File: src/rtl/sram_arbiter.sv
// ============================================================================
//  Module   : sram_arbiter
//  Purpose  : Two-port (CPU/DMA) arbiter and CE/OE/WE timing sequencer for an
//             external asynchronous SRAM, with registered strobes and data.
//  Revision : 1.0 - initial release
// ============================================================================
`default_nettype none

module sram_arbiter #(
  parameter int ADDR_W  = 19,
  parameter int ACC_CYC = 3
) (
  input  logic              clk,
  input  logic              reset,
  input  logic              cpu_req,
  input  logic              cpu_we,
  input  logic [ADDR_W-1:0] cpu_addr,
  input  logic [7:0]        cpu_wdata,
  output logic              cpu_ack,
  output logic [7:0]        cpu_rdata,
  input  logic              dma_req,
  input  logic              dma_we,
  input  logic [ADDR_W-1:0] dma_addr,
  input  logic [7:0]        dma_wdata,
  output logic              dma_ack,
  output logic [7:0]        dma_rdata,
  output logic [ADDR_W-1:0] sram_addr,
  output logic [7:0]        sram_dout,
  output logic              sram_drv,
  input  logic [7:0]        sram_din,
  output logic              sram_ce_n,
  output logic              sram_oe_n,
  output logic              sram_we_n,
  output logic              busy
);

  typedef enum logic [1:0] {
    IDLE   = 2'd0,
    SETUP  = 2'd1,
    ACCESS = 2'd2,
    HOLD   = 2'd3
  } state_t;

  localparam logic [3:0] C_ACC_LOAD = 4'(ACC_CYC - 1);

  state_t      r_state;
  logic [3:0]  r_cnt;
  logic        r_last_dma;
  logic        r_sel_dma;
  logic        r_we;

  logic              w_any_req;
  logic              w_grant_dma;
  logic              w_we;
  logic [ADDR_W-1:0] w_addr;
  logic [7:0]        w_wdata;

  // Round-robin: DMA wins only when alone or when the CPU was served last.
  assign w_any_req   = cpu_req | dma_req;
  assign w_grant_dma = dma_req & (~cpu_req | ~r_last_dma);
  assign w_we        = w_grant_dma ? dma_we    : cpu_we;
  assign w_addr      = w_grant_dma ? dma_addr  : cpu_addr;
  assign w_wdata     = w_grant_dma ? dma_wdata : cpu_wdata;

  always_ff @(posedge clk or posedge reset) begin
    if (reset) begin
      r_state    <= IDLE;
      r_cnt      <= 4'd0;
      r_last_dma <= 1'b1;
      r_sel_dma  <= 1'b0;
      r_we       <= 1'b0;
      sram_addr  <= '0;
      sram_dout  <= 8'h00;
      sram_drv   <= 1'b0;
      sram_ce_n  <= 1'b1;
      sram_oe_n  <= 1'b1;
      sram_we_n  <= 1'b1;
      cpu_ack    <= 1'b0;
      dma_ack    <= 1'b0;
      cpu_rdata  <= 8'h00;
      dma_rdata  <= 8'h00;
      busy       <= 1'b0;
    end else begin
      cpu_ack <= 1'b0;
      dma_ack <= 1'b0;
      case (r_state)
        IDLE: begin
          if (w_any_req) begin
            r_sel_dma  <= w_grant_dma;
            r_last_dma <= w_grant_dma;
            r_we       <= w_we;
            sram_addr  <= w_addr;
            sram_dout  <= w_wdata;
            sram_ce_n  <= 1'b0;
            sram_oe_n  <= w_we;
            sram_drv   <= w_we;
            busy       <= 1'b1;
            r_state    <= SETUP;
          end
        end
        SETUP: begin
          r_cnt     <= C_ACC_LOAD;
          sram_we_n <= ~r_we;
          r_state   <= ACCESS;
        end
        ACCESS: begin
          if (r_cnt == 4'd0) begin
            // Edge ending the last strobe cycle: close WE/OE, sample read data.
            sram_we_n <= 1'b1;
            sram_oe_n <= 1'b1;
            if (r_sel_dma) begin
              dma_ack <= 1'b1;
              if (!r_we) dma_rdata <= sram_din;
            end else begin
              cpu_ack <= 1'b1;
              if (!r_we) cpu_rdata <= sram_din;
            end
            r_state <= HOLD;
          end else begin
            r_cnt <= r_cnt - 4'd1;
          end
        end
        HOLD: begin
          sram_ce_n <= 1'b1;
          sram_drv  <= 1'b0;
          busy      <= 1'b0;
          r_state   <= IDLE;
        end
        default: r_state <= IDLE;
      endcase
    end
  end

endmodule

`default_nettype wire
File: config.mk
export PLATFORM = sky130hd
export DESIGN_NAME = sram_arbiter
export DESIGN_NICKNAME = d
export VERILOG_FILES = /design/src/rtl/sram_arbiter.sv
export SDC_FILE = /design/constraint.sdc
export NUM_CORES = 1
export LEC_CHECK = 0
export CAP_MARGIN = 15
export CORE_AREA = 2 2 83 85
export DETAILED_ROUTE_END_ITERATION = 16
export DIE_AREA = 0 0 85 87
export PLACE_DENSITY_LB_ADDON = 0.12
export SLEW_MARGIN = 40
export SYNTH_ARGS = -nofsm -noshare
export SYNTH_HDL_FRONTEND = slang
export SYNTH_SLANG_ARGS = --single-unit
export TNS_END_PERCENT = 50
File: constraint.sdc
create_clock -name clk -period 2.34 [get_ports clk]
set_input_delay 0.468 -clock clk [delete_from_list [all_inputs] [get_ports clk]]
set_output_delay 0.468 -clock clk [all_outputs]
set_load 0.02 [all_outputs]
==> impl_metrics.yaml <==
run_status:
  status: "finished, final reports clean"
worst_setup_path:
  ff2ff_setup_slack_ns: 0.21
  crit_slowest_cell: "nand4_1"
  slowest_delay_ns: 0.49
  crit_chain: "inv_1, ha_1, nor3b_1, nand4_1, mux2_2"
  worstSetupEndpointType: "register"
  cp_max_fo: 8
  startpoint_type: "register"
  worstPathArrival_ns: 2.35
  cp.required_ns: 2.55
  crit_type: "register to register"
cts:
  cts_resized: 0
  cts_tree: "done"
  clockRootBuffer: "clkbuf_8"
  insertion_delay_ns: 0.33
  clock-sinks: 59
  cts.path.max_buffers: 2
  cts_setup_buffers: 0
  cts_max_level: 3
  hold_buffers: 0
  cts_buffers: 9
  path_clk_slew_ns: 0.07
pwr:
  power_density_nw_per_um2: 1300
  p_switching_uw: 2010
  pwr-share-clk: 0.165
  p_leak_uw: 0.00184
  swShare: 0.369
  pwr-share-comb: 0.499
  p_int_uw: 3440
  power_frac_seq: 0.335
  vdd_drop_max_mv: 0.707
yosys:
  yosys_warnings: 0
  synth_nets: 303
  seq_area_frac_synth: 0.557
  synth_top_cell_by_area: "dfrtp_1"
  syn_area_um2: 2660
  synth_area_leaders: "dfrtp_1, mux2i_1, o21ai_0, mux2_4, nand2_1"
  synthFlopType: "dfrtp_1"
  yosysMostFrequentCell: "dfrtp_1"
  yosys-top-cells-count: "dfrtp_1, o21ai_0, nand2_1, mux2i_1, mux2_2"
  synth_top_area_share: 0.517
  postSynth.asyncResetShare: 1.00
  ys_ff_latch: 59
  synth_edf_count: 0
  syn_inst: 230
  yosysUniqueCellTypes: 36
  avgSynthCellArea_um2: 11.6
grt:
  grt_pass1_wl_um: 9650
  grt_pass1_vias: 2005
  overflow: 0
  grt_use_total: 0.167
  antenna_found_initial: 0
  grt_max_degree: 49
placed_design:
  hpwl_um: 4560
  dp_cells: 421
  io_buffers: 117
  gp_congestion: 0.832
  dpl_worst_slack_ns: 0.213
sta:
  relSlewSlack: 0.665
  hold_viol: 0
  fin_ws_ns: 0.205
  rsz0062_at_grt: "no"
  worst_pin_slew_ns: 0.500
  hold_ws_ns: 0.472
  maxSlewViolCount: 0
  post-route-min-period_ns: 2.13
  timing.fmax_mhz: 468
  skew_ns: 0.00748
  setup_tns_ns: 0
  setup_violations: 0
  min_period_over_period: 0.912
drt:
  dr.pass1.iters: 4
  drtAntennaViolNets: 0
  dr_wl_met3_um: 526
  maxUsedRoutingLayer: "met4"
  vias_per_cell: 4.81
  wl_met2_um: 2780
  dr_total_vias: 2104
  drt-wirelength-per-cell_um: 13.7
  drc: 0
  drt_iter0_markers: 48
  wirelength_um: 5990
  wl_met1_um: 2590
layout:
  final_cells: 437
  multiInputGateArea_um2: 1110
  diodes: 0
  syn2layout_area_growth_pct: 57.5
  drive_gt1_frac: 0.143
  nFillCells: 536
  nNetsFinal: 425
  regArea_um2: 1480
floorplan:
  dieArea_um2: 7400
  core.rowCount: 30
  fp.dieH_um: 87
  io_pins: 118
  die_x_um: 85
  initial_utilization: 0.405
  core_area_um2: 6570
run:
  max_cap_violations: 0
min_path:
  hp-class: "input port to asynchronous set/reset pin"
==> cells in the final DEF (no fill, tap or decap), types with 2 or more instances in the layout <==
cell and instances:
clkdlybuf4s50_1 117, dfrtp_1 55, o21ai_0 33, nand2_1 31, mux2i_1 28, clkbuf_8 10
mux2_2 9, mux2_4 8, inv_1 7, nor2_1 6, a21oi_1 5, ha_1 5
buf_12 4, dfstp_2 4, clkinv_2 3, buf_4 3, nor3b_1 2, o22a_1 2
o211ai_1 2
==> cell families (layout without fill, tap and decap cells) <==
| kind of cell | Yosys count | after routing | share of synthesized area |
|---|---|---|---|
| AO/OA/AOI/OAI | 52 | 52 | 0.112 |
| adder cells (fa/ha/maj) | 5 | 5 | 0.0235 |
| buffers and inverters | 21 | 148 | 0.0343 |
| flip-flops | 59 | 59 | 0.557 |
| multiplexers | 45 | 45 | 0.189 |
| AND/OR/NAND/NOR | 48 | 48 | 0.0847 |
==> state kept, by name, summed over array words and instances (netlist names) <==
register,flops
sram_we_n,1
cpu_rdata,8
r_cnt,4
dma_ack,1
busy,1
dma_rdata,8
cpu_ack,1
sram_oe_n,1
r_state,2
r_last_dma,1
r_sel_dma,1
sram_addr,19
sram_drv,1
sram_dout,8
r_we,1
sram_ce_n,1
==> final cells by class <==
| type | count | area share |
|---|---|---|
| Multi-Input combinational cell | 150 | 0.265 |
| Timing Repair Buffer | 124 | 0.304 |
| Clock inverter | 5 | 0.0125 |
| Sequential cell | 59 | 0.354 |
| Inverter | 8 | 0.00717 |
| Tap cell | 80 | 0.0239 |
| Clock buffer | 11 | 0.0338 |
==> stage by stage <==
step                      cell area (um^2)  total power, uW  utilization
final                                 4190             5450        0.638
after global routing                  4190             5830        0.638
after CTS                             4190             5520        0.638
after detailed placement              4000             4600        0.608
after global placement                4000             4550        0.608
after floorplan                       2660             3340            -
==> worst max-delay path, delay by kind of cell, from the launching register on <==
family	cells	cell delay, ns
buffers and inverters	1	0.07
muxes	1	0.44
and+or+nand+nor	2	0.90
DFF	1	0.42
adders and majority gates	1	0.19
==> worst paths after layout <==
check | startpoint | endpoint | depth (start not counted)
max | r_cnt[0] | dma_rdata[7] | 5
max in group asynchronous | reset | sram_we_n | 3
max reg2reg | r_cnt[0] | dma_rdata[7] | 5
min | reset | cpu_rdata[1] | 2
min reg2reg | sram_addr[1] | sram_addr[1] | 2
min in group clk | sram_addr[1] | sram_addr[1] | 2
==> power groups by stage <==
stage               clock network, uW  registers, uW  logic [uW]
floorplan                           0           2300        1040
global placement                    0           1820        2730
detailed placement                  0           1840        2760
CTS                               931           1830        2760
global route                      984           1890        2950
finish                            901           1830        2720
==> routing by layer <==
layer  global-route usage  vias to the layer above
met2                0.257                       85
met4               0.0693                        0
met3               0.0730                       10
met5                    0                        -
li1                     -                     1053
met1                0.207                      956
Note: power is estimated with default switching activity, not from simulation.
